`src/rtl/tick_cfg_if.sv`:
```
// Shared configuration write port for tick_generator.
// One write per wr_en cycle selects a channel and loads its ratio and mode.
interface tick_cfg_if #(
  parameter int unsigned WIDTH = 32
) ();
  logic             wr_en;
  logic [3:0]       wr_ch;
  logic [WIDTH-1:0] wr_ratio;
  logic             wr_oneshot;

  modport master (output wr_en, output wr_ch, output wr_ratio, output wr_oneshot);
  modport slave  (input  wr_en, input  wr_ch, input  wr_ratio, input  wr_oneshot);
endinterface

```
`src/rtl/tick_generator.sv`:
```
// Multi-channel programmable divider: per-channel tick pulse, 50% slow clock and one-shot done flag,
// with a shared write port and a global sync that phase-aligns all channels.
module tick_generator #(
  parameter int unsigned CHANNELS      = 4,
  parameter int unsigned WIDTH         = 32,
  parameter int unsigned DEFAULT_RATIO = 50_000_000
) (
  input  logic                pin_clock,
  input  logic                pin_n_reset,
  input  logic [CHANNELS-1:0] ch_enable,
  input  logic                sync,
  tick_cfg_if.slave           cfg,
  output logic [CHANNELS-1:0] tick,
  output logic [CHANNELS-1:0] slow_clock,
  output logic [CHANNELS-1:0] done
);

  logic [WIDTH-1:0]    ratio_r [CHANNELS];
  logic [WIDTH-1:0]    count_r [CHANNELS];
  logic [CHANNELS-1:0] oneshot_r;
  logic [CHANNELS-1:0] tick_r;
  logic [CHANNELS-1:0] slow_r;
  logic [CHANNELS-1:0] done_r;
  logic [CHANNELS-1:0] wr_sel_s;

  // Decode the write target; an index >= CHANNELS matches no channel and is dropped.
  always_comb begin
    wr_sel_s = '0;
    for (int i = 0; i < CHANNELS; i++) begin
      if (cfg.wr_en && (cfg.wr_ch == 4'(i))) begin
        wr_sel_s[i] = 1'b1;
      end else begin
        wr_sel_s[i] = 1'b0;
      end
    end
  end

  // Per-channel state: reset > sync > write > counting.
  always_ff @(posedge pin_clock) begin
    for (int i = 0; i < CHANNELS; i++) begin
      if (!pin_n_reset) begin
        ratio_r[i]   <= WIDTH'(DEFAULT_RATIO);
        oneshot_r[i] <= 1'b0;
        count_r[i]   <= '0;
        tick_r[i]    <= 1'b0;
        slow_r[i]    <= 1'b0;
        done_r[i]    <= 1'b0;
      end else if (sync) begin
        // A concurrent write still lands its ratio/mode; sync owns the clearing.
        if (wr_sel_s[i]) begin
          ratio_r[i]   <= cfg.wr_ratio;
          oneshot_r[i] <= cfg.wr_oneshot;
        end
        count_r[i] <= '0;
        tick_r[i]  <= 1'b0;
        slow_r[i]  <= 1'b0;
        done_r[i]  <= 1'b0;
      end else if (wr_sel_s[i]) begin
        ratio_r[i]   <= cfg.wr_ratio;
        oneshot_r[i] <= cfg.wr_oneshot;
        count_r[i]   <= '0;
        tick_r[i]    <= 1'b0;
        done_r[i]    <= 1'b0;
      end else if (ch_enable[i] && (ratio_r[i] != '0) && !done_r[i]) begin
        // ratio is non-zero here, so ratio-1 cannot underflow.
        if (count_r[i] == (ratio_r[i] - WIDTH'(1))) begin
          count_r[i] <= '0;
          tick_r[i]  <= 1'b1;
          slow_r[i]  <= ~slow_r[i];
          done_r[i]  <= oneshot_r[i];
        end else begin
          count_r[i] <= count_r[i] + WIDTH'(1);
          tick_r[i]  <= 1'b0;
        end
      end else begin
        tick_r[i] <= 1'b0;
      end
    end
  end

  assign tick       = tick_r;
  assign slow_clock = slow_r;
  assign done       = done_r;

endmodule

```
`src/flat_wrapper.sv`:
```
// flat-port wrapper written by rule: the top's interface ports become plain ports
module tick_generator_flat 
#(
  parameter int unsigned CHANNELS      = 4,
  parameter int unsigned WIDTH         = 32,
  parameter int unsigned DEFAULT_RATIO = 50_000_000
)
  (pin_clock, pin_n_reset, ch_enable, sync, tick, slow_clock, done, cfg_wr_en, cfg_wr_ch, cfg_wr_ratio, cfg_wr_oneshot);
  tick_cfg_if #(.WIDTH(WIDTH)) cfg_i ();
  input  logic pin_clock;
  input  logic pin_n_reset;
  input  logic [CHANNELS-1:0] ch_enable;
  input  logic sync;
  output logic [CHANNELS-1:0] tick;
  output logic [CHANNELS-1:0] slow_clock;
  output logic [CHANNELS-1:0] done;
  input wire logic [$bits(cfg_i.wr_en)-1:0] cfg_wr_en;
  input wire logic [$bits(cfg_i.wr_ch)-1:0] cfg_wr_ch;
  input wire logic [$bits(cfg_i.wr_ratio)-1:0] cfg_wr_ratio;
  input wire logic [$bits(cfg_i.wr_oneshot)-1:0] cfg_wr_oneshot;
  assign cfg_i.wr_en = cfg_wr_en;
  assign cfg_i.wr_ch = cfg_wr_ch;
  assign cfg_i.wr_ratio = cfg_wr_ratio;
  assign cfg_i.wr_oneshot = cfg_wr_oneshot;
  tick_generator #(.CHANNELS(CHANNELS), .WIDTH(WIDTH), .DEFAULT_RATIO(DEFAULT_RATIO)) u_core (.pin_clock(pin_clock), .pin_n_reset(pin_n_reset), .ch_enable(ch_enable), .sync(sync), .cfg(cfg_i), .tick(tick), .slow_clock(slow_clock), .done(done));
endmodule
```
`config.mk`:
```
export PLATFORM = sky130hd
export DESIGN_NAME = tick_generator_flat
export DESIGN_NICKNAME = d
export VERILOG_FILES = /design/src/rtl/tick_cfg_if.sv /design/src/rtl/tick_generator.sv /design/src/flat_wrapper.sv
export SDC_FILE = /design/constraint.sdc
export NUM_CORES = 1
export LEC_CHECK = 0
export ABC_CLOCK_PERIOD_IN_PS = 7200
export CORE_ASPECT_RATIO = 1.4
export CORE_UTILIZATION = 55
export DETAILED_ROUTE_END_ITERATION = 6
export PLACE_DENSITY = 0.79
export SETUP_SLACK_MARGIN = 0.2
export SYNTH_ARGS = -nofsm -noshare
export SYNTH_HDL_FRONTEND = slang
export SYNTH_SLANG_ARGS = --single-unit
```
`constraint.sdc`:
```
create_clock -name pin_clock -period 7.2 [get_ports pin_clock]
set_input_delay 2.16 -clock pin_clock [delete_from_list [all_inputs] [get_ports pin_clock]]
set_output_delay 2.16 -clock pin_clock [all_outputs]
set_load 0.005 [all_outputs]
```
After elaboration in Yosys (flattened, before gate mapping)
Memories as Yosys holds them, arrays and structs flattened.
Index checks and enable logic that the tools add are counted.
{"block": "classes", "n_mux": 108, "n_eq_ne": 7, "n_addsub": 8, "n_reduce_logical": 34, "n_bitwise": 33}
{"cell": "2-to-1 mux 32 bit", "count": 24}
{"cell": "adder 32 x 1 -> 32 bit (second input constant)", "count": 4}
{"cell": "equality test 32 bit", "count": 4}
{"cell": "nonzero test 32 bit", "count": 4}
{"cell": "subtractor 32 x 1 -> 32 bit (second input constant)", "count": 4}
{"cell": "2-to-1 mux 1 bit", "count": 84}
{"cell": "bitwise OR 1 bit", "count": 24}
{"cell": "logical AND 1 bit", "count": 12}
{"cell": "AND reduction 3 bit", "count": 4}
{"cell": "OR reduction 3 bit", "count": 4}
{"cell": "NOT 1 bit", "count": 9}
{"cell": "equality test 4 x 2 -> 1 bit (second input constant)", "count": 2}
{"cell": "AND reduction 2 bit", "count": 4}
{"cell": "equality test 4 x 1 -> 1 bit (second input constant)", "count": 1}
{"cell": "logical NOT 1 bit", "count": 4}
{"cell": "logical NOT 4 bit", "count": 1}
{"cell": "OR reduction 2 bit", "count": 1}
{"block": "totals", "memories": 2, "word_cells": 205, "register_bits": 16, "ram_bits": 256, "inputBits": 45, "output_inout_bits": 12}
{"name": "u_core.count_r", "words": 4, "word_bits": 32, "read_ports": 4, "rd_clocked_by_memory_dff": 0, "write_ports": 4, "line_no": "tick_generator.sv:19", "source": "logic [WIDTH-1:0] count_r [CHANNELS];"}
{"name": "u_core.ratio_r", "words": 4, "word_bits": 32, "read_ports": 4, "rd_clocked_by_memory_dff": 0, "write_ports": 4, "line_no": "tick_generator.sv:18", "source": "logic [WIDTH-1:0] ratio_r [CHANNELS];"}

Longest topological paths before layout
Gate-level depths: netlist (run 1).
{"block": "depth", "ltp_word": 10, "depth_mapped": 13, "depth_no_buf": 10}

Worst setup path after synthesis (run 1)
OpenSTA, ideal clock, no wires.
{"block": "synth_timing", "path_type": "input to register", "from": "input port cfg_wr_ch[3]", "to": "memory u_core.count_r[1][0] (netlist: u_core.count_r[0][32]), enable pin", "t_required_ns": 6.639, "setup_time_ns": 0.561, "stages": 6, "path_buffers": 1, "arrival_time_ns": 3.557, "setup_slack_ns": 3.082, "cell_sequence": "nor2_1 > nand2_1 > nor2_1 > nand2_1 > clkbuf_1 > nand3_1"}
{"element": "start: declaration", "line_no": "flat_wrapper.sv:18", "source": "input wire logic [$bits(cfg_i.wr_ch)-1:0] cfg_wr_ch;"}
{"element": "end: declaration", "line_no": "tick_generator.sv:19"}

Worst setup path after layout (run 1)
{"block": "layout_timing", "from": "input port pin_n_reset", "to": "register u_core.done_r[2] (netlist: u_core.done[2])"}
{"block": "layout_between", "elab_chain_cells": 2}
{"element": "start: declaration", "line_no": "flat_wrapper.sv:11", "source": "input logic pin_n_reset;"}
{"element": "NOT 1 bit (no line)"}
{"element": "OR reduction 3 bit (no line)"}
{"element": "end signal: indexed assignment", "line_no": "tick_generator.sv:70", "source": "done_r[i] <= oneshot_r[i];"}
{"element": "end: declaration", "line_no": "tick_generator.sv:23", "source": "logic [CHANNELS-1:0] done_r;"}
No other way between the ends.
A chain may end at the register's enable or synchronous reset.

==> results of run 1 <==
-- registers in the layout, indices dropped and copies added (netlist names) --
register / cells
u_core.tick: 4
u_core.ratio_r: 128
u_core.count_r: 128
u_core.oneshot_r: 4
u_core.slow_clock: 4
u_core.done: 4
-- cell families (layout without fill, tap and decap cells) --
group                      count (synthesis)  count (layout)  share of synthesized area, %
and+or+nand+nor                          959             959                          29.4
xor gates and xnor gates                 277             277                          14.1
DFF                                      272             272                          46.4
AOI/OAI and AO/OA                        148             148                          6.20
buffers and inverters                    109             154                          2.78
muxes                                     10              10                         0.609
adders and majority gates                  8               8                         0.580
-- final cells by class --
| type | instances | area, µm² |
|---|---|---|
| flip-flops and latches | 272 | 8010 |
| clock buffers | 37 | 753 |
| inverters | 32 | 120 |
| repair buffers | 72 | 681 |
| multi-input cells | 1402 | 8780 |
| well taps | 390 | 488 |
| clock inverters | 13 | 184 |
| fillers | 2500 | 11800 |
-- cell usage in the layout (no fill, tap or decap), types with 23 or more instances in the layout --
master             n
xor2_1           120
nor2_1           248
or3_1             25
nor4_1            49
clkdlybuf4s50_1   56
clkbuf_16         27
xnor2_1          157
nor3_1           104
edfxtp_1         256
inv_1             32
nand4_1           51
nand3_1           66
nand2_1          171
or4_1             23
and3_1            40
nor2b_1           31
-- critical path: stages --
cell and delay (ns):
clkdlybuf4s50_1 0.45, buf_4 0.35, nand2b_1 0.40, nor2_1 0.29, nand2_1 0.67, nor4_1 0.53, a22o_1 0.20
-- through the flow --
step / hold slack [ns] / utilization, % / std cells
5_1_grt: 0.494 / 61.7 / 2218
4_1_cts: 0.475 / 61.7 / 2218
3_5_place_dp: 0.460 / 58.7 / 2168
3_3_place_gp: 0.459 / 58.7 / 2168
2_1_floorplan: 0.436 / - / 1783
6_report: 0.471 / 61.7 / 2218
-- cell usage after synthesis (5+ instances only) --
cell	n
a211oi_1	6
a21boi_0	6
a21oi_1	20
a31o_2	5
a31oi_1	14
and2_1	9
and3_1	40
and4_1	16
buf_2	8
buf_6	8
clkbuf_1	58
dfxtp_1	16
edfxtp_1	256
ha_1	8
inv_1	32
mux2i_1	6
nand2_1	171
nand2b_1	21
nand3_1	66
nand3b_1	14
nand4_1	51
nand4b_1	9
nor2_1	248
nor2b_1	31
nor3_1	104
nor3_2	11
nor3b_1	11
nor4_1	49
nor4b_1	10
o211ai_1	16
o21ai_0	21
o22ai_1	9
o31ai_1	6
or2_2	21
or3_1	25
or4_1	23
xnor2_1	157
xor2_1	120
-- worst paths after layout --
kind                                                startpoint                                   to  slack, ns  cells after the start
worst min-delay path               u_core.done[0]$_SDFFE_PP0N_          u_core.done[0]$_SDFFE_PP0N_       0.47                      2
worst min register to register     u_core.done[0]$_SDFFE_PP0N_          u_core.done[0]$_SDFFE_PP0N_       0.47                      2
worst max-delay path                               pin_n_reset          u_core.done[2]$_SDFFE_PP0N_       2.66                      7
worst max register to register  u_core.ratio_r[3][7]$_DFFE_PP_  u_core.count_r[1][36]$_SDFFCE_PN0P_       2.98                      8
-- where the power goes --
part	internal, mW	switching [mW]	leakage, nW
Sequential	1.81	0.129	2.87
Clock	0.880	0.626	0.462
Combinational	0.167	0.212	2.81
-- per-layer routing --
| layer | routed length, µm | vias to the layer above |
|---|---|---|
| met1 | 17200 | 6621 |
| met3 | 3080 | 139 |
| met2 | 22000 | 559 |
| met4 | 2190 | 2 |
| met5 | 12 | - |
| li1 | - | 6553 |
==> impl_metrics.ini, run 1 <==
[die]
initial_core_util_pct = 56.0
die_w_um = 152
io_pins = 57
coreArea_um2 = 30800
fp.dieH_um = 212
fp-row-count = 76
dieArea_um2 = 32100

[logic_synthesis]
ys_seq_area_share_pct = 46.4
synth-warning-count = 0
synth_area_per_cell_um2 = 9.68
netlist_area_um2 = 17300
netlist_top_cells_area = edfxtp_1 (45%), xnor2_1 (8.0%), xor2_1 (6.1%), nor2_1 (5.4%), nand2_1 (3.7%)
synth_enable_flop_cells = 256
ys_async_sr_fraction_pct = 0
ys_ff_latch = 272
synth_ff_type = edfxtp_1
synth_nets = 1836
yosys.area.top_type = edfxtp_1
syn-instance-count = 1783
yosysTopAreaCellShare_pct = 44.5
ys_types = 82

[setup_path]
crit_required_ns = 7.72
crit_path_end_kind = flip-flop
start_kind = input pin
critPathKind = input pin to flip-flop
critPathMaxFanout = 43
crit_arrival_ns = 5.05

[clock_network]
clock_path_buffers = 3
post-cts-setup-buffers = 0
cts_root_buffer = clkbuf_16
insertion_delay_ns = 0.57
cts_resized = 0
clkTransAtPathRegs_ns = 0.07
cts_tree = built
htree_levels = 1
clock_sinks = 272
ctsHoldBuffers = 0
numCtsBuffers = 27

[sta]
clock_skew_ns = 0.0159
slew-limit-headroom_pct = 17.2
fmax_mhz = 220
finalSetupViolCount = 0
fin_tns_setup_ns = 0
maxSlewViolCount = 0
worstMarginPinSlew_ns = 1.24
hold_violations = 0
finalCritPeriodShare_pct = 63.0
post-route-min-period_ns = 4.54
layout_setup_ws_ns = 2.66
grt_setup_unrepaired = false

[finish]
antenna_cells = 0
final_area_um2 = 19000
synthToLayoutAreaGrowth_pct = 10.2
drive_above_1_share_pct = 6.73
nNetsFinal = 1860

[placed_design]
hpwl_um = 32900
place_congestion = 0.933
place_ws_ns = 2.09
postPlaceCellArea_um2 = 18100
io_buffers = 56

[global_routing]
grt_pass1_vias = 13300
grt_busiest_layer = met2
met1_usage_pct = 35.8
antenna_found_initial = 1
grt_pass1_wl_um = 70700
grt_max_degree = 44
grtUsageTotal_pct = 28.5
grtUsageMet2_pct = 47.9
met3_usage_pct = 3.73
grt-ovfl-total = 0

[min_path]
hp-class = flip-flop to flip-flop

[power]
powerDensity_nw_per_um2 = 201
vdd_drop_max_uv = 225
power.total_mw = 3.82
cellLeakagePower_nw = 6.14

[drt]
drt_iter0_markers = 1259
firstDrtPassIters = 6
viasPerCell = 6.26
postRouteWirelength_um = 44500
via_count = 13900
drt.antenna.violating_nets = 0
drc = 0
wl_per_cell_um = 20.1

[run]
drv_cap = 0

[status]
status = completed
Note: power is estimated with default switching activity, not from simulation.
==> inputs of run 2 (changes only) <==
Settings changed: ABC_CLOCK_PERIOD_IN_PS 7200 to 4100, PLACE_DENSITY 0.79 to 0.82.
Clock period 7.2 ns to 4.1 ns, I/O delays scaled along.
==> run 2 against run 1 <==
Setup slack lost 2.2 ns; wire length grew 3.9%; first-iteration DRC count grew 1.4%; final area grew 0.83%; power grew 75%; critical path depth grew 5; clock skew shrank 0.0017 ns; die area is the same; sequential power grew 75%; core utilization grew 0.51 points; non-clock buffer count grew 24.
==> impl_metrics.ini, run 2 (same netlist as run 1, synthesis figures left out) <==
[power]
cellLeakagePower_nw = 6.25
powerDensity_nw_per_um2 = 350
vdd_drop_max_uv = 368
power.total_mw = 6.70

[setup_path]
r2r_cells = 12
critPathKind = flip-flop to flip-flop
crit_required_ns = 4.41
critPathMaxFanout = 32
crit_path_end_kind = flip-flop
regToRegStartpoint = u_core.ratio_r[2][0]$_SDFFCE_PN0P_
start_kind = flip-flop
reg2reg_slack_ns = 0.46
crit_arrival_ns = 3.95
worst_r2r_endpoint = u_core.count_r[1][30]$_SDFFCE_PN0P_
startpoint = u_core.ratio_r[2][0]$_SDFFCE_PN0P_

[min_path]
hold_end = u_core.oneshot_r[0]$_SDFFE_PN0P_
hold_start = u_core.oneshot_r[0]$_SDFFE_PN0P_
holdPathStages = 2
hp-class = flip-flop to flip-flop

[finish]
antenna_cells = 0
nNetsFinal = 1884
synthToLayoutAreaGrowth_pct = 11.1
top_regs = u_core.count_r x128, u_core.ratio_r x128
fin_util_pct = 62.2
final_cell_mix = edfxtp_1 (256), nor2_1 (248), nand2_1 (171), xnor2_1 (157), xor2_1 (120)
fin_cells = 2242
final_area_um2 = 19200
drive_above_1_share_pct = 7.72
layout_commonest_cell = edfxtp_1

[die]
fp-row-count = 76
initial_core_util_pct = 56.0
coreArea_um2 = 30800
fp.dieH_um = 212
dieArea_um2 = 32100
die_w_um = 152
io_pins = 57

[clock_network]
cts_tree = built
post-cts-setup-buffers = 0
cts_resized = 0
insertion_delay_ns = 0.58
cts_root_buffer = clkbuf_16
clock_sinks = 272
ctsHoldBuffers = 0
clock_path_buffers = 3
htree_levels = 1
numCtsBuffers = 27
clkTransAtPathRegs_ns = 0.07

[sta]
post-route-min-period_ns = 3.64
slew-limit-headroom_pct = 49.6
finalSetupViolCount = 0
finalCritPeriodShare_pct = 88.9
maxSlewViolCount = 0
grt_setup_unrepaired = false
worstMarginPinSlew_ns = 0.749
fmax_mhz = 274
clock_skew_ns = 0.0141
fin_tns_setup_ns = 0
hold_violations = 0

[drt]
drt_iter0_markers = 1276
drc = 0
postRouteWirelength_um = 46300
drt.antenna.violating_nets = 0
viasPerCell = 6.28
wl_per_cell_um = 20.6
firstDrtPassIters = 5
via_count = 14100

[placed_design]
hpwl_um = 34300
placed_cells = 2192
postPlaceCellArea_um2 = 18300
place_congestion = 0.988
io_buffers = 56

[global_routing]
grt_max_degree = 43
antenna_found_initial = 1
grt_pass1_vias = 13300
grtUsageTotal_pct = 29.5
grt_pass1_wl_um = 72400
grt-ovfl-total = 0

[run]
drv_cap = 0

[status]
status = completed
## run 2: cell count changes in the layout (fill, tap and decap cells not counted), sizes merged
| cell | previous run | this run |
|---|---|---|
| clkinv | 7 | 10 |
| buf | 16 | 40 |
| clkbuf | 37 | 35 |
| inv | 34 | 33 |
## run 2: area by class of cell
cell class	count	area (µm²)
Multi-Input combinational cell	1402	8780
Fill cell	2553	11600
Clock buffer	35	726
Inverter	32	120
Tap cell	390	488
Clock inverter	15	189
Timing Repair Buffer	96	861
Sequential cell	272	8010
## run 2: layer usage
metal / part of all wire (%) / track usage, %
met1: 39 / 36.9
met2: 49 / 48.4
met3: 6.6 / 3.77
met4: 6.2 / 17.6
met5: 0 / 0
## run 2: how the worst max path moves through the flow
stage / cells past startpoint / end
2_1_floorplan: 9 / u_core.count_r[0][55]$_SDFFCE_PN0P_
6_report: 12 / u_core.count_r[1][30]$_SDFFCE_PN0P_
3_5_place_dp: 12 / u_core.count_r[1][3]$_SDFFCE_PN0P_
5_1_grt: 12 / u_core.count_r[1][27]$_SDFFCE_PN0P_
3_3_place_gp: 12 / u_core.count_r[1][1]$_SDFFCE_PN0P_
4_1_cts: 12 / u_core.count_r[1][30]$_SDFFCE_PN0P_
## run 2: power by group
| part | leakage [nW] | internal (mW) | switching [mW] |
|---|---|---|---|
| Clock | 0.450 | 1.51 | 1.10 |
| Sequential | 2.87 | 3.18 | 0.222 |
| Combinational | 2.93 | 0.304 | 0.398 |
| Total | 6.25 | 4.99 | 1.72 |
## run 2: critical path, cell delays in order (launching register included)
cell	delay, ns
edfxtp_1	0.44
inv_1	0.09
ha_1	0.20
or4b_1	0.57
nor4bb_1	0.29
buf_4	0.20
nand3_1	0.09
xnor2_1	0.18
a211oi_1	0.30
nand4_1	0.29
nor3_4	0.25
buf_4	0.34
nor3_1	0.11
## run 2: per-stage QoR
stage / worst slack [ns] / hold slack (ns)
2_1_floorplan: 0.885 / 0.436
3_3_place_gp: 0.587 / 0.462
3_5_place_dp: 0.520 / 0.461
4_1_cts: 0.495 / 0.479
5_1_grt: 0.213 / 0.497
6_report: 0.457 / 0.475
==> inputs of run 3 (changes only) <==
Settings changed: CELL_PAD_IN_SITES_DETAIL_PLACEMENT set to 0, CELL_PAD_IN_SITES_GLOBAL_PLACEMENT set to 2, CORE_UTILIZATION 55 to 37, CTS_CLUSTER_DIAMETER set to 100, PLACE_DENSITY 0.82 to 0.84.
==> run 3 against run 2 <==
Die area up 48%; via count decreased by 3.7%; wire length rose by 7.5%; highest routed layer is now met5; hold slack improved by 0.0026 ns; clock-buffer cell count decreased by 3; largest cell class unchanged; critical path depth did not move; final area increased by 2.6%; sequential power hardly changed; core utilization decreased by 20 points; non-clock buffer count is 4 higher.
==> impl_metrics.ini, run 3 (same netlist as run 1, synthesis figures left out) <==
[status]
status = completed

[drt]
highest_layer = met5
drc = 0
viasPerCell = 5.47
postRouteWirelength_um = 49700
firstDrtPassIters = 6
dr_wl_met2_um = 25700
wl_met1_um = 20500
via_count = 13600
drt_iter0_markers = 948
wl_per_cell_um = 20.0
drt.antenna.violating_nets = 0
wl_met3_um = 1890

[setup_path]
critPathMaxFanout = 32
worst_r2r_endpoint = u_core.count_r[1][25]$_SDFFCE_PN0P_
start_kind = flip-flop
r2r_cells = 12
crit_arrival_ns = 3.97
critPathKind = flip-flop to flip-flop
cpMaxStageDelayCell = or4b_1
reg2reg_slack_ns = 0.47
regToRegStartpoint = u_core.ratio_r[2][0]$_SDFFCE_PN0P_
worstPathCellList = inv_1, ha_1, or4b_1, nor4bb_1, buf_4, nand4_1, xnor2_1, a311oi_1, nand4_1, nor3_4, buf_4, nor3_1
cp.buffers_inverters = 3
path_delay_family = simple AND/OR/NAND/NOR gates
crit_path_end_kind = flip-flop
crit_required_ns = 4.43
cpPeakStageDelay_ns = 0.55

[sta]
finalSetupViolCount = 0
worstMarginPinSlew_ns = 0.724
holdWs_ns = 0.478
hold_violations = 0
clock_skew_ns = 0.0246
finalCritPeriodShare_pct = 88.6
maxSlewViolCount = 0
fmax_mhz = 275
layout_setup_ws_ns = 0.466
fin_tns_setup_ns = 0
post-route-min-period_ns = 3.63
slew-limit-headroom_pct = 51.6
grt_setup_unrepaired = false

[global_routing]
grt_pass1_vias = 13200
grt-ovfl-total = 0
grtUsageTotal_pct = 20.9
antenna_found_initial = 1
grt_max_degree = 43
grt_pass1_wl_um = 76300

[clock_network]
insertion_delay_ns = 0.60
clock_path_buffers = 3
cts_resized = 0
post-cts-setup-buffers = 0
numCtsBuffers = 30
cts_root_buffer = clkbuf_16
ctsHoldBuffers = 0
clock_sinks = 272
clkTransAtPathRegs_ns = 0.06
cts_tree = built
htree_levels = 1

[die]
fp-row-count = 93
io_pins = 57
initial_core_util_pct = 37.5
dieArea_um2 = 47500
coreArea_um2 = 46100
fp.dieH_um = 258
die_w_um = 185

[power]
powerDensity_nw_per_um2 = 357
seqPwrFrac_pct = 48.5
cellLeakagePower_nw = 6.34
clkPwrFrac_pct = 41.7
p_switching_mw = 1.85
vdd_drop_max_uv = 252
p_sw_share_pct = 26.3
internal_power_mw = 5.18
pwr-share-comb_pct = 9.8

[finish]
layout_commonest_cell = edfxtp_1
fin_cells = 2480
fin_util_pct = 42.7
top_regs = u_core.count_r x128, u_core.ratio_r x128
synthToLayoutAreaGrowth_pct = 13.9
final_cell_mix = edfxtp_1 (256), nor2_1 (248), nand2_1 (171), xnor2_1 (157), xor2_1 (120)
drive_above_1_share_pct = 8.75
nNetsFinal = 1891

[min_path]
holdPathStages = 2
hold_end = u_core.oneshot_r[0]$_SDFFE_PN0P_
hold_start = u_core.oneshot_r[0]$_SDFFE_PN0P_
hp-class = flip-flop to flip-flop

[placed_design]
io_buffers = 56
place_ws_ns = 0.431
placed_cells = 2423
place_congestion = 0.892
hpwl_um = 37300

[run]
drv_cap = 0
## run 3: cell types whose count changed in the layout (fill, tap and decap cells not counted), moves of 3 or more
cell and delta:
clkbuf_1 -5, inv_6 +5, clkinv_1 -4, clkinvlp_4 +4, buf_4 +3, clkbuf_16 +3
clkinv_4 +3
## run 3: power groups by stage
stage / sequential [mW] / combinational, mW / clock [mW]
after floorplan: 3.35 / 0.513 / 0
after global placement: 3.46 / 0.681 / 0
after detailed placement: 3.46 / 0.687 / 0
after CTS: 3.40 / 0.691 / 3.01
after global routing: 3.43 / 0.760 / 3.10
final: 3.41 / 0.690 / 2.93
## run 3: worst reg2reg max path: stages (launching register included)
cell and delay, ns:
edfxtp_1 0.43, inv_1 0.08, ha_1 0.18, or4b_1 0.55
nor4bb_1 0.39, buf_4 0.24, nand4_1 0.11, xnor2_1 0.15
a311oi_1 0.28, nand4_1 0.26, nor3_4 0.23, buf_4 0.36
nor3_1 0.11
## run 3: per-layer routing
layer  GRT usage [%]  up-vias
met2            38.0      291
met3            2.27       76
met5               0        -
met1            25.5     6592
met4            6.99        2
li1                -     6606
## run 3: area by class of cell
cell class / count / area (µm²)
fill: 4554 / 26400
multi-input combinational: 1402 / 8790
sequential: 272 / 8010
timing repair buffer: 100 / 903
tap: 617 / 772
clock buffer: 32 / 768
clock inverter: 24 / 300
inverter: 32 / 120
antenna: 1 / 2.50
## run 3: worst max-delay path by stage
stage,to,from,cells after the start,slack (ns)
after floorplan,u_core.count_r[0][55]$_SDFFCE_PN0P_,u_core.ratio_r[1][6]$_DFFE_PP_,9,0.88
final,u_core.count_r[1][25]$_SDFFCE_PN0P_,u_core.ratio_r[2][0]$_SDFFCE_PN0P_,12,0.47
after global placement,u_core.count_r[1][48]$_SDFFCE_PN0P_,u_core.ratio_r[3][7]$_DFFE_PP_,9,0.51
after global routing,u_core.count_r[1][25]$_SDFFCE_PN0P_,u_core.ratio_r[2][0]$_SDFFCE_PN0P_,12,0.22
after CTS,u_core.count_r[1][40]$_SDFFCE_PN0P_,u_core.ratio_r[3][7]$_DFFE_PP_,9,0.44
after detailed placement,u_core.count_r[1][35]$_SDFFCE_PN0P_,u_core.ratio_r[3][7]$_DFFE_PP_,9,0.43
## run 3: metrics by stage
| step | area (µm²) | total power [mW] |
|---|---|---|
| after floorplan | 17300 | 3.87 |
| after global placement | 18600 | 4.14 |
| after detailed placement | 18600 | 4.15 |
| after CTS | 19700 | 7.10 |
| after global routing | 19700 | 7.29 |
| final | 19700 | 7.03 |
